[src/rtl/cdb_arbiter_pkg.sv]
// Shared types and helpers for the CDB writeback arbiter.
// Latency: n/a (types and a combinational helper only).
// Backpressure: n/a.
//
// Contents: field widths, the 51-bit writeback packet wb_pkt_t, and rr_pick(),
// a round-robin one-hot picker sized for up to MAX_REQ requesters.
package cdb_arbiter_pkg;

    localparam int ROBID_W   = 7;
    localparam int RD_W      = 6;
    localparam int ECAUSE_W  = 5;
    localparam int XLEN      = 32;
    localparam int NREQ_DEF  = 5;
    localparam int DEPTH_DEF = 2;
    localparam int MAX_REQ   = 16;

    typedef struct packed {
        logic                error;
        logic [ECAUSE_W-1:0] ecause;
        logic [ROBID_W-1:0]  robid;
        logic [RD_W-1:0]     rd;
        logic [XLEN-1:0]     result;
    } wb_pkt_t;

    // First set bit of valid at or after ptr, wrapping modulo n. ptr < n is
    // assumed, so a single conditional subtract replaces the modulo.
    function automatic logic [MAX_REQ-1:0] rr_pick(input logic [MAX_REQ-1:0] valid,
                                                   input int unsigned        ptr,
                                                   input int unsigned        n);
        logic [MAX_REQ-1:0] g;
        int unsigned        idx;
        g = '0;
        for (int unsigned k = 0; k < MAX_REQ; k++) begin
            if (k < n) begin
                idx = ptr + k;
                if (idx >= n) idx = idx - n;
                if (g == '0 && valid[idx]) g[idx] = 1'b1;
            end
        end
        return g;
    endfunction

endpackage

[src/rtl/cdb_arbiter_if.sv]
// Requester-side and CDB-side signal bundle for the CDB arbiter.
// Latency: n/a (wires only).
// Backpressure: req_ready per requester, driven by the arbiter.
//
// Ports: req_valid/req_error/req_ecause/req_robid/req_rd/req_result (FU -> arbiter,
// FU i at slice [W*i +: W]), req_ready (arbiter -> FU), cdb_* and cdb_grant
// (arbiter -> ROB/RS). master = FU/consumer side, slave = arbiter.
interface cdb_arbiter_if
    import cdb_arbiter_pkg::*;
#(
    parameter int NREQ = NREQ_DEF
);
    logic [NREQ-1:0]          req_valid;
    logic [NREQ-1:0]          req_error;
    logic [NREQ*ECAUSE_W-1:0] req_ecause;
    logic [NREQ*ROBID_W-1:0]  req_robid;
    logic [NREQ*RD_W-1:0]     req_rd;
    logic [NREQ*XLEN-1:0]     req_result;
    logic [NREQ-1:0]          req_ready;

    logic                     cdb_valid;
    logic                     cdb_error;
    logic [ECAUSE_W-1:0]      cdb_ecause;
    logic [ROBID_W-1:0]       cdb_robid;
    logic [RD_W-1:0]          cdb_rd;
    logic [XLEN-1:0]          cdb_result;
    logic [NREQ-1:0]          cdb_grant;

    modport master (
        output req_valid, req_error, req_ecause, req_robid, req_rd, req_result,
        input  req_ready,
        input  cdb_valid, cdb_error, cdb_ecause, cdb_robid, cdb_rd, cdb_result, cdb_grant
    );

    modport slave (
        input  req_valid, req_error, req_ecause, req_robid, req_rd, req_result,
        output req_ready,
        output cdb_valid, cdb_error, cdb_ecause, cdb_robid, cdb_rd, cdb_result, cdb_grant
    );

endinterface

[src/rtl/cdb_arbiter_fifo.sv]
// Per-requester writeback FIFO, DEPTH entries of wb_pkt_t (DEPTH a power of 2).
// Latency: pushed entry visible at dout the cycle after the push.
// Backpressure: none internally; caller must only push when count < DEPTH and pop when count > 0.
//
// Ports: clk, rst (sync, active-high), flush (sync empty), push/din, pop/dout (head), count.
module cdb_arbiter_fifo
    import cdb_arbiter_pkg::*;
#(
    parameter int DEPTH = DEPTH_DEF
)(
    input  logic                       clk,
    input  logic                       rst,
    input  logic                       flush,
    input  logic                       push,
    input  wb_pkt_t                    din,
    input  logic                       pop,
    output wb_pkt_t                    dout,
    output logic [$clog2(DEPTH+1)-1:0] count
);
    localparam int AW = $clog2(DEPTH);
    localparam int CW = $clog2(DEPTH+1);

    wb_pkt_t       mem [DEPTH];
    logic [AW-1:0] wr_ptr;
    logic [AW-1:0] rd_ptr;

    // Storage carries no reset; validity is tracked by count alone.
    always_ff @(posedge clk) begin
        if (push) mem[wr_ptr] <= din;
    end

    // Pointers wrap naturally because DEPTH is a power of two.
    always_ff @(posedge clk) begin
        if (rst || flush) begin
            wr_ptr <= '0;
            rd_ptr <= '0;
            count  <= '0;
        end else begin
            if (push) wr_ptr <= wr_ptr + AW'(1);
            if (pop)  rd_ptr <= rd_ptr + AW'(1);
            count <= count + CW'(push) - CW'(pop);
        end
    end

    assign dout = mem[rd_ptr];

endmodule

[src/rtl/cdb_arbiter.sv]
// Buffered CDB arbiter: per-FU FIFOs, one granted head per cycle onto a registered CDB.
// Latency: packet pushed into an idle FIFO at cycle t appears on the CDB at t+2; one packet/cycle.
// Backpressure: req_ready[i] = FIFO i not full, from registers only; unaccepted packets must be held.
//
// Ports: clk, rst (sync, active-high), rob_flush (empties everything), rob_head (age mode only),
// bus (cdb_arbiter_if.slave: req_* in, req_ready/cdb_*/cdb_grant out).
// Build option: define CDB_ARB_AGE_EN to grant the oldest head (smallest robid - rob_head, mod 128,
// ties to lowest index) instead of round-robin.
module cdb_arbiter
    import cdb_arbiter_pkg::*;
#(
    parameter int NREQ  = NREQ_DEF,
    parameter int DEPTH = DEPTH_DEF
)(
    input  logic               clk,
    input  logic               rst,
    input  logic               rob_flush,
    input  logic [ROBID_W-1:0] rob_head,
    cdb_arbiter_if.slave       bus
);
    localparam int IDX_W = (NREQ > 1) ? $clog2(NREQ) : 1;
    localparam int CW    = $clog2(DEPTH+1);

    wb_pkt_t          in_pkt [NREQ];
    wb_pkt_t          head   [NREQ];
    logic [CW-1:0]    count  [NREQ];
    logic [NREQ-1:0]  ready;
    logic [NREQ-1:0]  cand;
    logic [NREQ-1:0]  push;
    logic [NREQ-1:0]  pop;
    logic [NREQ-1:0]  grant_oh;
    logic [IDX_W-1:0] grant_idx;
    wb_pkt_t          grant_pkt;

    logic [IDX_W-1:0] rr_ptr;
    logic             cdb_valid_q;
    logic [NREQ-1:0]  cdb_grant_q;
    wb_pkt_t          cdb_pkt_q;

    for (genvar i = 0; i < NREQ; i++) begin : g_req
        assign in_pkt[i] = {bus.req_error[i],
                            bus.req_ecause[i*ECAUSE_W +: ECAUSE_W],
                            bus.req_robid [i*ROBID_W  +: ROBID_W],
                            bus.req_rd    [i*RD_W     +: RD_W],
                            bus.req_result[i*XLEN     +: XLEN]};

        assign ready[i] = (count[i] < CW'(DEPTH));
        assign cand[i]  = (count[i] != '0);
        assign push[i]  = bus.req_valid[i] & ready[i];
        // A flush empties the FIFO anyway; gating keeps the pop intent explicit.
        assign pop[i]   = grant_oh[i] & ~rob_flush;

        cdb_arbiter_fifo #(.DEPTH(DEPTH)) u_fifo (
            .clk   (clk),
            .rst   (rst),
            .flush (rob_flush),
            .push  (push[i]),
            .din   (in_pkt[i]),
            .pop   (pop[i]),
            .dout  (head[i]),
            .count (count[i])
        );
    end

    assign bus.req_ready = ready;

`ifdef CDB_ARB_AGE_EN
    logic [ROBID_W-1:0] age;
    logic [ROBID_W-1:0] best_age;
    logic               found;
    // rr_ptr keeps advancing in age mode but nothing consumes it.
    logic               unused_rr_ptr;
    assign unused_rr_ptr = ^rr_ptr;
`else
    logic               unused_rob_head;
    assign unused_rob_head = ^rob_head;
`endif

    always_comb begin
        grant_oh  = '0;
        grant_idx = '0;
        grant_pkt = '0;
`ifdef CDB_ARB_AGE_EN
        age      = '0;
        best_age = '0;
        found    = 1'b0;
        // 7-bit wrap subtract gives distance from the ROB head; strict < keeps ties on the lowest index.
        for (int i = 0; i < NREQ; i++) begin
            age = head[i].robid - rob_head;
            if (cand[i] && (!found || age < best_age)) begin
                found       = 1'b1;
                best_age    = age;
                grant_oh    = '0;
                grant_oh[i] = 1'b1;
            end
        end
`else
        grant_oh = NREQ'(rr_pick(MAX_REQ'(cand), 32'(rr_ptr), NREQ));
`endif
        for (int i = 0; i < NREQ; i++) begin
            if (grant_oh[i]) begin
                grant_idx = IDX_W'(i);
                grant_pkt = head[i];
            end
        end
    end

    // Data fields hold when idle or flushed so the bus only toggles on real packets.
    always_ff @(posedge clk) begin
        if (rst) begin
            cdb_valid_q <= 1'b0;
            cdb_grant_q <= '0;
            cdb_pkt_q   <= '0;
            rr_ptr      <= '0;
        end else if (rob_flush) begin
            cdb_valid_q <= 1'b0;
            cdb_grant_q <= '0;
            rr_ptr      <= '0;
        end else if (|cand) begin
            cdb_valid_q <= 1'b1;
            cdb_grant_q <= grant_oh;
            cdb_pkt_q   <= grant_pkt;
            rr_ptr      <= (grant_idx == IDX_W'(NREQ-1)) ? '0 : grant_idx + IDX_W'(1);
        end else begin
            cdb_valid_q <= 1'b0;
            cdb_grant_q <= '0;
        end
    end

    assign bus.cdb_valid  = cdb_valid_q;
    assign bus.cdb_grant  = cdb_grant_q;
    assign bus.cdb_error  = cdb_pkt_q.error;
    assign bus.cdb_ecause = cdb_pkt_q.ecause;
    assign bus.cdb_robid  = cdb_pkt_q.robid;
    assign bus.cdb_rd     = cdb_pkt_q.rd;
    assign bus.cdb_result = cdb_pkt_q.result;

endmodule

[src/flat_wrapper.sv]
// flat-port wrapper written by rule: the top's interface ports become plain ports
module cdb_arbiter_flat import cdb_arbiter_pkg::*;
#(
    parameter int NREQ  = NREQ_DEF,
    parameter int DEPTH = DEPTH_DEF
)
  (clk, rst, rob_flush, rob_head, bus_req_valid, bus_req_error, bus_req_ecause, bus_req_robid, bus_req_rd, bus_req_result, bus_req_ready, bus_cdb_valid, bus_cdb_error, bus_cdb_ecause, bus_cdb_robid, bus_cdb_rd, bus_cdb_result, bus_cdb_grant);
  cdb_arbiter_if #(.NREQ(NREQ)) bus_i ();
  input  logic clk;
  input  logic rst;
  input  logic rob_flush;
  input  logic [ROBID_W-1:0] rob_head;
  input wire logic [$bits(bus_i.req_valid)-1:0] bus_req_valid;
  input wire logic [$bits(bus_i.req_error)-1:0] bus_req_error;
  input wire logic [$bits(bus_i.req_ecause)-1:0] bus_req_ecause;
  input wire logic [$bits(bus_i.req_robid)-1:0] bus_req_robid;
  input wire logic [$bits(bus_i.req_rd)-1:0] bus_req_rd;
  input wire logic [$bits(bus_i.req_result)-1:0] bus_req_result;
  output wire logic [$bits(bus_i.req_ready)-1:0] bus_req_ready;
  output wire logic [$bits(bus_i.cdb_valid)-1:0] bus_cdb_valid;
  output wire logic [$bits(bus_i.cdb_error)-1:0] bus_cdb_error;
  output wire logic [$bits(bus_i.cdb_ecause)-1:0] bus_cdb_ecause;
  output wire logic [$bits(bus_i.cdb_robid)-1:0] bus_cdb_robid;
  output wire logic [$bits(bus_i.cdb_rd)-1:0] bus_cdb_rd;
  output wire logic [$bits(bus_i.cdb_result)-1:0] bus_cdb_result;
  output wire logic [$bits(bus_i.cdb_grant)-1:0] bus_cdb_grant;
  assign bus_i.req_valid = bus_req_valid;
  assign bus_i.req_error = bus_req_error;
  assign bus_i.req_ecause = bus_req_ecause;
  assign bus_i.req_robid = bus_req_robid;
  assign bus_i.req_rd = bus_req_rd;
  assign bus_i.req_result = bus_req_result;
  assign bus_req_ready = bus_i.req_ready;
  assign bus_cdb_valid = bus_i.cdb_valid;
  assign bus_cdb_error = bus_i.cdb_error;
  assign bus_cdb_ecause = bus_i.cdb_ecause;
  assign bus_cdb_robid = bus_i.cdb_robid;
  assign bus_cdb_rd = bus_i.cdb_rd;
  assign bus_cdb_result = bus_i.cdb_result;
  assign bus_cdb_grant = bus_i.cdb_grant;
  cdb_arbiter #(.NREQ(NREQ), .DEPTH(DEPTH)) u_core (.clk(clk), .rst(rst), .rob_flush(rob_flush), .rob_head(rob_head), .bus(bus_i));
endmodule
[config.mk]
export PLATFORM = sky130hd
export DESIGN_NAME = cdb_arbiter_flat
export DESIGN_NICKNAME = d
export VERILOG_FILES = /design/src/rtl/cdb_arbiter_pkg.sv /design/src/rtl/cdb_arbiter_if.sv /design/src/rtl/cdb_arbiter_fifo.sv /design/src/rtl/cdb_arbiter.sv /design/src/flat_wrapper.sv
export SDC_FILE = /design/constraint.sdc
export NUM_CORES = 1
export LEC_CHECK = 0
export ABC_CLOCK_PERIOD_IN_PS = 16100
export BUFFER_PORTS_ARGS = -buffer_cell sky130_fd_sc_hd__clkbuf_2
export CAP_MARGIN = 20
export CORE_MARGIN = 2
export CORE_UTILIZATION = 40
export CTS_CLUSTER_DIAMETER = 200
export DETAILED_ROUTE_END_ITERATION = 12
export GPL_ROUTABILITY_DRIVEN = 0
export GPL_TIMING_DRIVEN = 1
export HOLD_SLACK_MARGIN = 0.1
export MAX_ROUTING_LAYER = met4
export PLACE_DENSITY_LB_ADDON = 0.12
export SYNTH_ARGS = -nofsm -noshare
export SYNTH_HDL_FRONTEND = slang
export SYNTH_SLANG_ARGS = --single-unit
[constraint.sdc]
create_clock -name clk -period 16.1 [get_ports clk]
set_clock_uncertainty 0.05 [all_clocks]
set_input_delay 0.805 -clock clk [delete_from_list [all_inputs] [get_ports clk]]
set_output_delay 0.805 -clock clk [all_outputs]
set_load 0.005 [all_outputs]
==> qor.txt, run 1 <==
Outcome: finished clean
Number of nets in the layout: 2213
Post-route fraction of the period consumed by the critical path: 42.58%
Max FO, Critical Path: 51
Met3 usage in global routing: 5.931%
Pin count of the biggest net entering global routing: 60
Width of the die: 254.0 µm
1st-pass router iterations: 5
Shortest clock period the worst path allows after layout: 6.855 ns
Met2 track demand over resource: 36.78%
Most crowded layer after global routing: met2
CTS tree: built
Cell area after synthesis: 25000 µm²
Quantity of hold-fixing buffers added after cts: 0
Setup repair after global routing missed its margin: false
Cells after synthesis: 1591
Gr usage total: 22.46%
Core outline area: 61710 µm²
Initial antenna violation count: 22
Total detailed-routing wirelength: 71050 µm
Maximum ir drop on the vdd rail: 0.0002899 V
Global-route wire length before repair: 101800 µm
H-tree depth: 3
Main synth FF type: edfxtp_1
Fin area: 29600 µm²
Seq cells post-synth: 595
Clk sink count: 595
Number of buffers created by CTS: 66
Synthesis-to-layout area growth: 18.40%
Final Hold Vio Count: 0
Number of ports placed on the die boundary: 332
Mean number of vias per cell: 5.415
Class of the tightest hold or removal check: primary input to register
Number of enable-type register cells in the synthesized netlist: 510
Routing usage on met1: 27.80%
Per-cell routed wire length: 25.17 µm
Routed via count: 15.29k
Setup repair bufs after CTS: 0
Worst slew slack as a fraction of its limit: 25.15%
Setup crit end kind: register
Buffers from clock root to sink, at most: 3
Count of yosys warnings during synthesis: 0
Synthesized Nets: 1894
Overflow left after global routing: 0
Achievable Freq: 0.1459 GHz
Ys async rst share: 0%
Starting density of the core: 40.51%
Slew @ Worst Pin: 1.123 ns
PD cells: 186.3 nW/µm²
Placed wire-length estimate: 43020 µm
Data required time of the worst path: 16.52 ns
DRC errors left: 0
Cell chosen for the clock root: clkbuf_16
Total of cells resized after clock tree synthesis: 0
Avg Cell Area, Syn: 15.71 µm²
Vias in the first global route: 15.48k
Crit path DAT: 7.27 ns
P_leak: 10.37 nW
Detailed router's first-iteration violation count: 1044
# setup viols final: 0
Dpl cell area: 27470 µm²
Antenna-violating nets left: 0
Area enclosed by the die boundary: 64520 µm²
Element type at the critical path start: register
Setup_tns: 0 ns
Sequential element share of the synthesized area: 68.06%
Max Slew Vio Count: 0
Die Ht: 254.0 µm
Clock latency reported for the late side of the worst-skew pair: 0.61 ns
Max cap viols: 0
Clock input transition at the sequential cells of the worst setup and hold paths: 0.06 ns
Fraction of layout instances using a drive strength above 1: 27.27%
Yosys cell types: 94
Number of buffers added on ports: 324
Setup CP Type: register to register
Number of core rows: 91
-- layout by cell type (no fill, tap or decap), types with 24 or more instances in the layout --
cell type,instances
edfxtp_1,510
clkbuf_2,324
mux2i_1,262
o22ai_1,108
dfxtp_1,80
clkbuf_16,67
o31a_1,52
nor2_1,51
o21bai_1,51
a221oi_2,39
ha_1,32
nand2_1,30
a21oi_1,27
inv_1,26
diode_2,24
-- synthesized netlist by cell type (all sizes together) (5+ instances only) --
cell type / count / share of area, %
o21ai: 9 / 0.18
clkbuf: 57 / 0.86
and3: 5 / 0.13
dfxtp: 85 / 6.8
a221oi: 53 / 2.8
ha: 32 / 1.6
a2111oi: 6 / 0.24
nand2: 32 / 0.49
and2: 14 / 0.37
inv: 29 / 0.44
nor3: 14 / 0.28
o21bai: 51 / 1.5
a21oi: 28 / 0.58
a21o: 7 / 0.24
o31a: 52 / 1.8
mux2i: 263 / 11
nand4: 5 / 0.13
nand3: 8 / 0.18
edfxtp: 510 / 61
a41oi: 5 / 0.31
nor2: 54 / 0.84
o21a: 5 / 0.15
buf: 37 / 1.1
nor2b: 14 / 0.35
o22ai: 108 / 2.7
xnor2: 19 / 0.67
nand2b: 12 / 0.30
-- flip-flops by register name (all words and copies together), names as in the netlist, named ones only --
name                        cells
u_core.bus.cdb_valid            1
u_core.bus.cdb_error            1
u_core.bus.cdb_robid            7
u_core.g_req.u_fifo.rd_ptr      5
u_core.rr_ptr                   3
u_core.bus.cdb_grant            5
u_core.bus.cdb_rd               6
u_core.g_req.u_fifo.mem       510
u_core.bus.cdb_result          32
u_core.bus.cdb_ecause           5
u_core.g_req.u_fifo.wr_ptr      5
u_core.g_req.u_fifo.count      10
-- worst max-delay path, cell delays in order (launching register included) --
cell and delay [ns]:
dfxtp_1 0.31, buf_4 0.36, inv_2 0.24, ha_1 0.76
nand2b_1 0.34, o21ai_0 0.16, ha_1 0.34, nand2b_1 0.11
o31a_1 0.28, nor3_1 0.23, a41oi_2 0.30, and4_1 0.33
a31o_2 0.27, nor4_1 0.51, a41oi_4 0.57, nor2_4 0.24
buf_4 0.85, a221oi_1 0.23, o31a_1 0.17
-- metal layers --
metal | part of all wire (%) | wire [µm] | up-vias
met4 | 1.2 | 882 | 0
met1 | 42 | 30070 | 7687
met5 | 0 | 0 | -
met2 | 49 | 35100 | 477
met3 | 7.0 | 5004 | 66
li1 | - | - | 7056
-- path summary, 6_finish.rpt --
check	start	end	slack, ns	cells past startpoint
min	bus_req_result[153]	u_core.g_req[4].u_fifo.mem[1][25]$_DFFE_PP_	0.33	1
max reg2reg	u_core.rr_ptr[0]$_SDFFE_PP0N_	u_core.bus.cdb_error$_SDFFE_PP0P_	9.25	18
max	u_core.rr_ptr[0]$_SDFFE_PP0N_	u_core.bus.cdb_error$_SDFFE_PP0P_	9.25	18
min reg2reg	u_core.g_req[2].u_fifo.rd_ptr$_SDFFE_PP0P_	u_core.g_req[2].u_fifo.rd_ptr$_SDFFE_PP0P_	0.46	2
-- cells by family after synthesis --
logic type / count (synthesis) / share of synthesized area [%]
flip-flops: 595 / 68.06
adder cells (fa/ha/maj): 33 / 1.682
AND/OR/NAND/NOR: 184 / 3.989
AO/OA/AOI/OAI: 369 / 12.53
multiplexers: 264 / 10.59
buffers and inverters: 123 / 2.347
XOR/XNOR: 23 / 0.8057
-- report_power, final --
| group | internal [W] | switching [W] |
|---|---|---|
| sequential | 0.00188 | 0.0000943 |
| clock | 0.000833 | 0.000607 |
| combinational | 0.000710 | 0.00139 |
| total | 0.00343 | 0.00209 |
-- area by class of cell --
cell class                      count  area [µm²]
Timing Repair Buffer              345        1779
Clock inverter                     26       192.7
Fill cell                        5394       32110
Inverter                           29       108.9
Tap cell                          837        1047
Clock buffer                       94        1878
Antenna cell                       24       60.06
Sequential cell                   595       17040
Multi-Input combinational cell    873        7501
-- through the flow --
stage	total power, W	util, %	setup slack, ns	cells	hold slack [ns]
5_1_grt	0.005802	47.96	8.800	2821	0.3217
6_report	0.005515	47.97	9.245	2823	0.3341
2_1_floorplan	0.003432	-	10.63	1591	0.4225
4_1_cts	0.005580	47.87	9.263	2799	0.3066
3_3_place_gp	0.004106	44.52	9.438	2679	0.4325
3_5_place_dp	0.004135	44.52	9.266	2679	0.4416
Power figures use the tool's default switching activity.
==> run 2: changes to the inputs <==
--- a/config.mk
+++ b/config.mk
@@ -5,7 +5,8 @@
 export SDC_FILE = /design/constraint.sdc
 export NUM_CORES = 1
 export LEC_CHECK = 0
-export ABC_CLOCK_PERIOD_IN_PS = 16100
+export ABC_AREA = 1
+export ABC_CLOCK_PERIOD_IN_PS = 6300
 export BUFFER_PORTS_ARGS = -buffer_cell sky130_fd_sc_hd__clkbuf_2
 export CAP_MARGIN = 20
 export CORE_MARGIN = 2
==> constraint.sdc (replaced) <==
create_clock -name clk -period 6.3 [get_ports clk]
set_clock_uncertainty 0.05 [all_clocks]
set_input_delay 0.315 -clock clk [delete_from_list [all_inputs] [get_ports clk]]
set_output_delay 0.315 -clock clk [all_outputs]
set_load 0.005 [all_outputs]
==> qor.txt, run 2 <==
Outcome: finished clean
Max FO, Critical Path: 30 (-41%)
Max stage delay on crit path: 0.51 ns (-0.34 ns)
CTS tree: built
Kind of cell adding the most delay to the critical path: simple AND/OR/NAND/NOR gates
# setup viols final: 0 (unchanged)
Element type at the critical path start: register
Initial antenna violation count: 13 (-41%)
Slew @ Worst Pin: 1.049 ns (-0.07405 ns)
Die Ht: 258.6 µm (+1.8%)
Register with the most flip-flops: u_core.g_req.u_fifo.mem
Max Slew Vio Count: 0 (unchanged)
Antenna-violating nets left: 0 (unchanged)
Core outline area: 64230 µm² (+4.1%)
Global-route wire length before repair: 110600 µm (+8.7%)
Yosys cell types: 47 (-50%)
Setup repair after global routing missed its margin: false
Final Hold Vio Count: 0 (unchanged)
Total of cells resized after clock tree synthesis: 0 (unchanged)
Cell with the biggest individual delay on the critical path: ha_1
Data required time of the worst path: 6.78 ns (-9.74 ns)
Commonest cells in the synthesized netlist: nand2_1 (529), edfxtp_1 (510), inv_1 (162), a21oi_1 (153), mux2_2 (153)
Number of ports placed on the die boundary: 332 (unchanged)
Post-route fraction of the period consumed by the critical path: 85.06% (+42 points)
Post-Place Worst Slack: 0.9452 ns (-8.320 ns)
Cell with the most instances after synthesis: nand2_1
Max cap viols: 0 (unchanged)
Shortest clock period the worst path allows after layout: 5.359 ns (-1.496 ns)
DRC errors left: 0 (unchanged)
Overflow left after global routing: 0 (unchanged)
Cells after synthesis: 2188 (+38%)
Seq cells post-synth: 595 (unchanged)
Buffer and inverter count on the worst path: 6 (+3)
Achievable Freq: 0.1866 GHz (+28%)
Post-synthesis cell type with the largest combined area: edfxtp_1
Placed wire-length estimate: 49470 µm (+15%)
Cell area after synthesis: 25930 µm² (+3.7%)
Crit path DAT: 5.84 ns (-1.43 ns)
Fraction of layout instances using a drive strength above 1: 24.10% (-3.2 points)
Worst slew slack as a fraction of its limit: 30.08% (+4.9 points)
Sequential element share of the synthesized area: 65.61% (-2.4 points)
Avg Cell Area, Syn: 11.85 µm² (-25%)
Main synth FF type: edfxtp_1
Mean number of vias per cell: 4.902 (-9.5%)
Area enclosed by the die boundary: 66890 µm² (+3.7%)
Setup ws final: 0.9413 ns (-8.304 ns)
Synthesized Nets: 2491 (+32%)
Clock latency reported for the late side of the worst-skew pair: 0.60 ns (about the same)
Detailed router's first-iteration violation count: 1159 (+11%)
Routed via count: 18.14k (+19%)
Fillers: 5693 (+5.5%)
Buffers from clock root to sink, at most: 3 (unchanged)
Number of buffers created by CTS: 67 (+1.5%)
Clk sink count: 595 (unchanged)
Vias in the first global route: 18.67k (+21%)
Width of the die: 258.6 µm (+1.8%)
Setup_tns: 0 ns (unchanged)
Most frequent standard cell in the layout excluding fill and tap cells: nand2_1
Synth top area share: 59.05% (-2.2 points)
Number of enable-type register cells in the synthesized netlist: 510 (unchanged)
Starting density of the core: 40.38% (-0.14 points)
Gr usage total: 22.60% (+0.14 points)
Total detailed-routing wirelength: 73650 µm (+3.7%)
Number of nets in the layout: 3078 (+39%)
Class of the tightest hold or removal check: primary input to register
Number of buffers added on ports: 324 (unchanged)
H-tree depth: 3 (unchanged)
Count of yosys warnings during synthesis: 0 (unchanged)
Number of core rows: 93 (+2.2%)
Clock input transition at the sequential cells of the worst setup and hold paths: 0.06 ns (about the same)
Commonest cells after routing, fill and taps aside: nand2_1 (529), edfxtp_1 (510), clkbuf_2 (324)
Pin count of the biggest net entering global routing: 54 (-10%)
Cell types with the largest area share after synthesis: edfxtp_1 (59%), nand2_1 (7.7%), mux2_2 (6.6%)
Setup CP Type: register to register
Dpl cell area: 28580 µm² (+4.0%)
Setup crit end kind: register
Cell chosen for the clock root: clkbuf_16
Synthesis-to-layout area growth: 28.20%
1st-pass router iterations: 6 (+1)
Critical path's most frequent cell: nand2_1
Ys async rst share: 0% (unchanged)
Per-cell routed wire length: 19.90 µm (-21%)
Flip-flop count of the largest register after layout: 510 (unchanged)
Fin area: 33250 µm² (+12%)
run 2: kinds of logic after synthesis:
family	count (synthesis)	synth area share (%)
AO/OA/AOI/OAI	188	3.908
XOR/XNOR	7	0.2654
adder cells (fa/ha/maj)	33	1.621
buffers and inverters	318	4.926
flip-flops	595	65.61
multiplexers	255	10.58
AND/OR/NAND/NOR	792	13.08
run 2: layer usage:
metal	wire (µm)	vias to the layer above	part of all wire, %	GRT usage, %
met3	3122	107	4.2	3.619
li1	-	8748	-	-
met4	2513	0	3.4	8.237
met1	30790	8896	42	27.00
met2	37220	393	51	38.63
met5	0	-	0	-
run 2: layout make-up:
class | count | area, µm² | share of cell area [%]
well taps | 855 | 1070 | 3.218
flip-flops and latches | 595 | 17030 | 51.22
clock buffers | 93 | 1847 | 5.555
diodes | 16 | 40.04 | 0.1204
clock inverters | 31 | 231.5 | 0.6962
repair buffers | 612 | 4459 | 13.41
multi-input cells | 1275 | 7730 | 23.25
inverters | 224 | 840.8 | 2.529
run 2: worst reg2reg max path: cells and delay by family (launching register included):
family | cells | cell delay (ns)
AND/OR/NAND/NOR | 21 | 2.82
buffers and inverters | 6 | 0.97
adder cells (fa/ha/maj) | 2 | 0.80
flip-flops | 1 | 0.33
AO/OA/AOI/OAI | 2 | 0.32
run 2: repair_timing:
action                                  CTS  global route
hold buffers                            255             0
setup buffers                             0             0
endpoints found under the setup margin    0             0
hold endpoints to repair                510             0
run 2: path summary, 6_finish.rpt:
kind	from	end	slack (ns)	cells past startpoint
setup / recovery	u_core.rr_ptr[1]$_SDFFE_PP0N_	u_core.bus.cdb_rd[1]$_SDFFE_PP0P_	0.94	31
hold / removal	bus_req_valid[4]	u_core.g_req[4].u_fifo.wr_ptr$_SDFFE_PP0P_	0.15	4
setup reg to reg	u_core.rr_ptr[1]$_SDFFE_PP0N_	u_core.bus.cdb_rd[1]$_SDFFE_PP0P_	0.94	31
hold reg to reg	u_core.g_req[0].u_fifo.rd_ptr$_SDFFE_PP0P_	register	0.39	1
run 2: through the flow:
stage	utilization [%]	cells	hold slack [ns]
after detailed placement	44.49	3306	0.3805
final	51.76	3701	0.1469
after floorplan	-	2188	0.3639
after CTS	51.70	3685	0.1113
after global placement	44.46	3305	0.3739
after global routing	51.75	3698	0.1750
Power of run 2 is not shown: default switching activity piles up to over one toggle a cycle in this logic, so the estimate is an artifact.
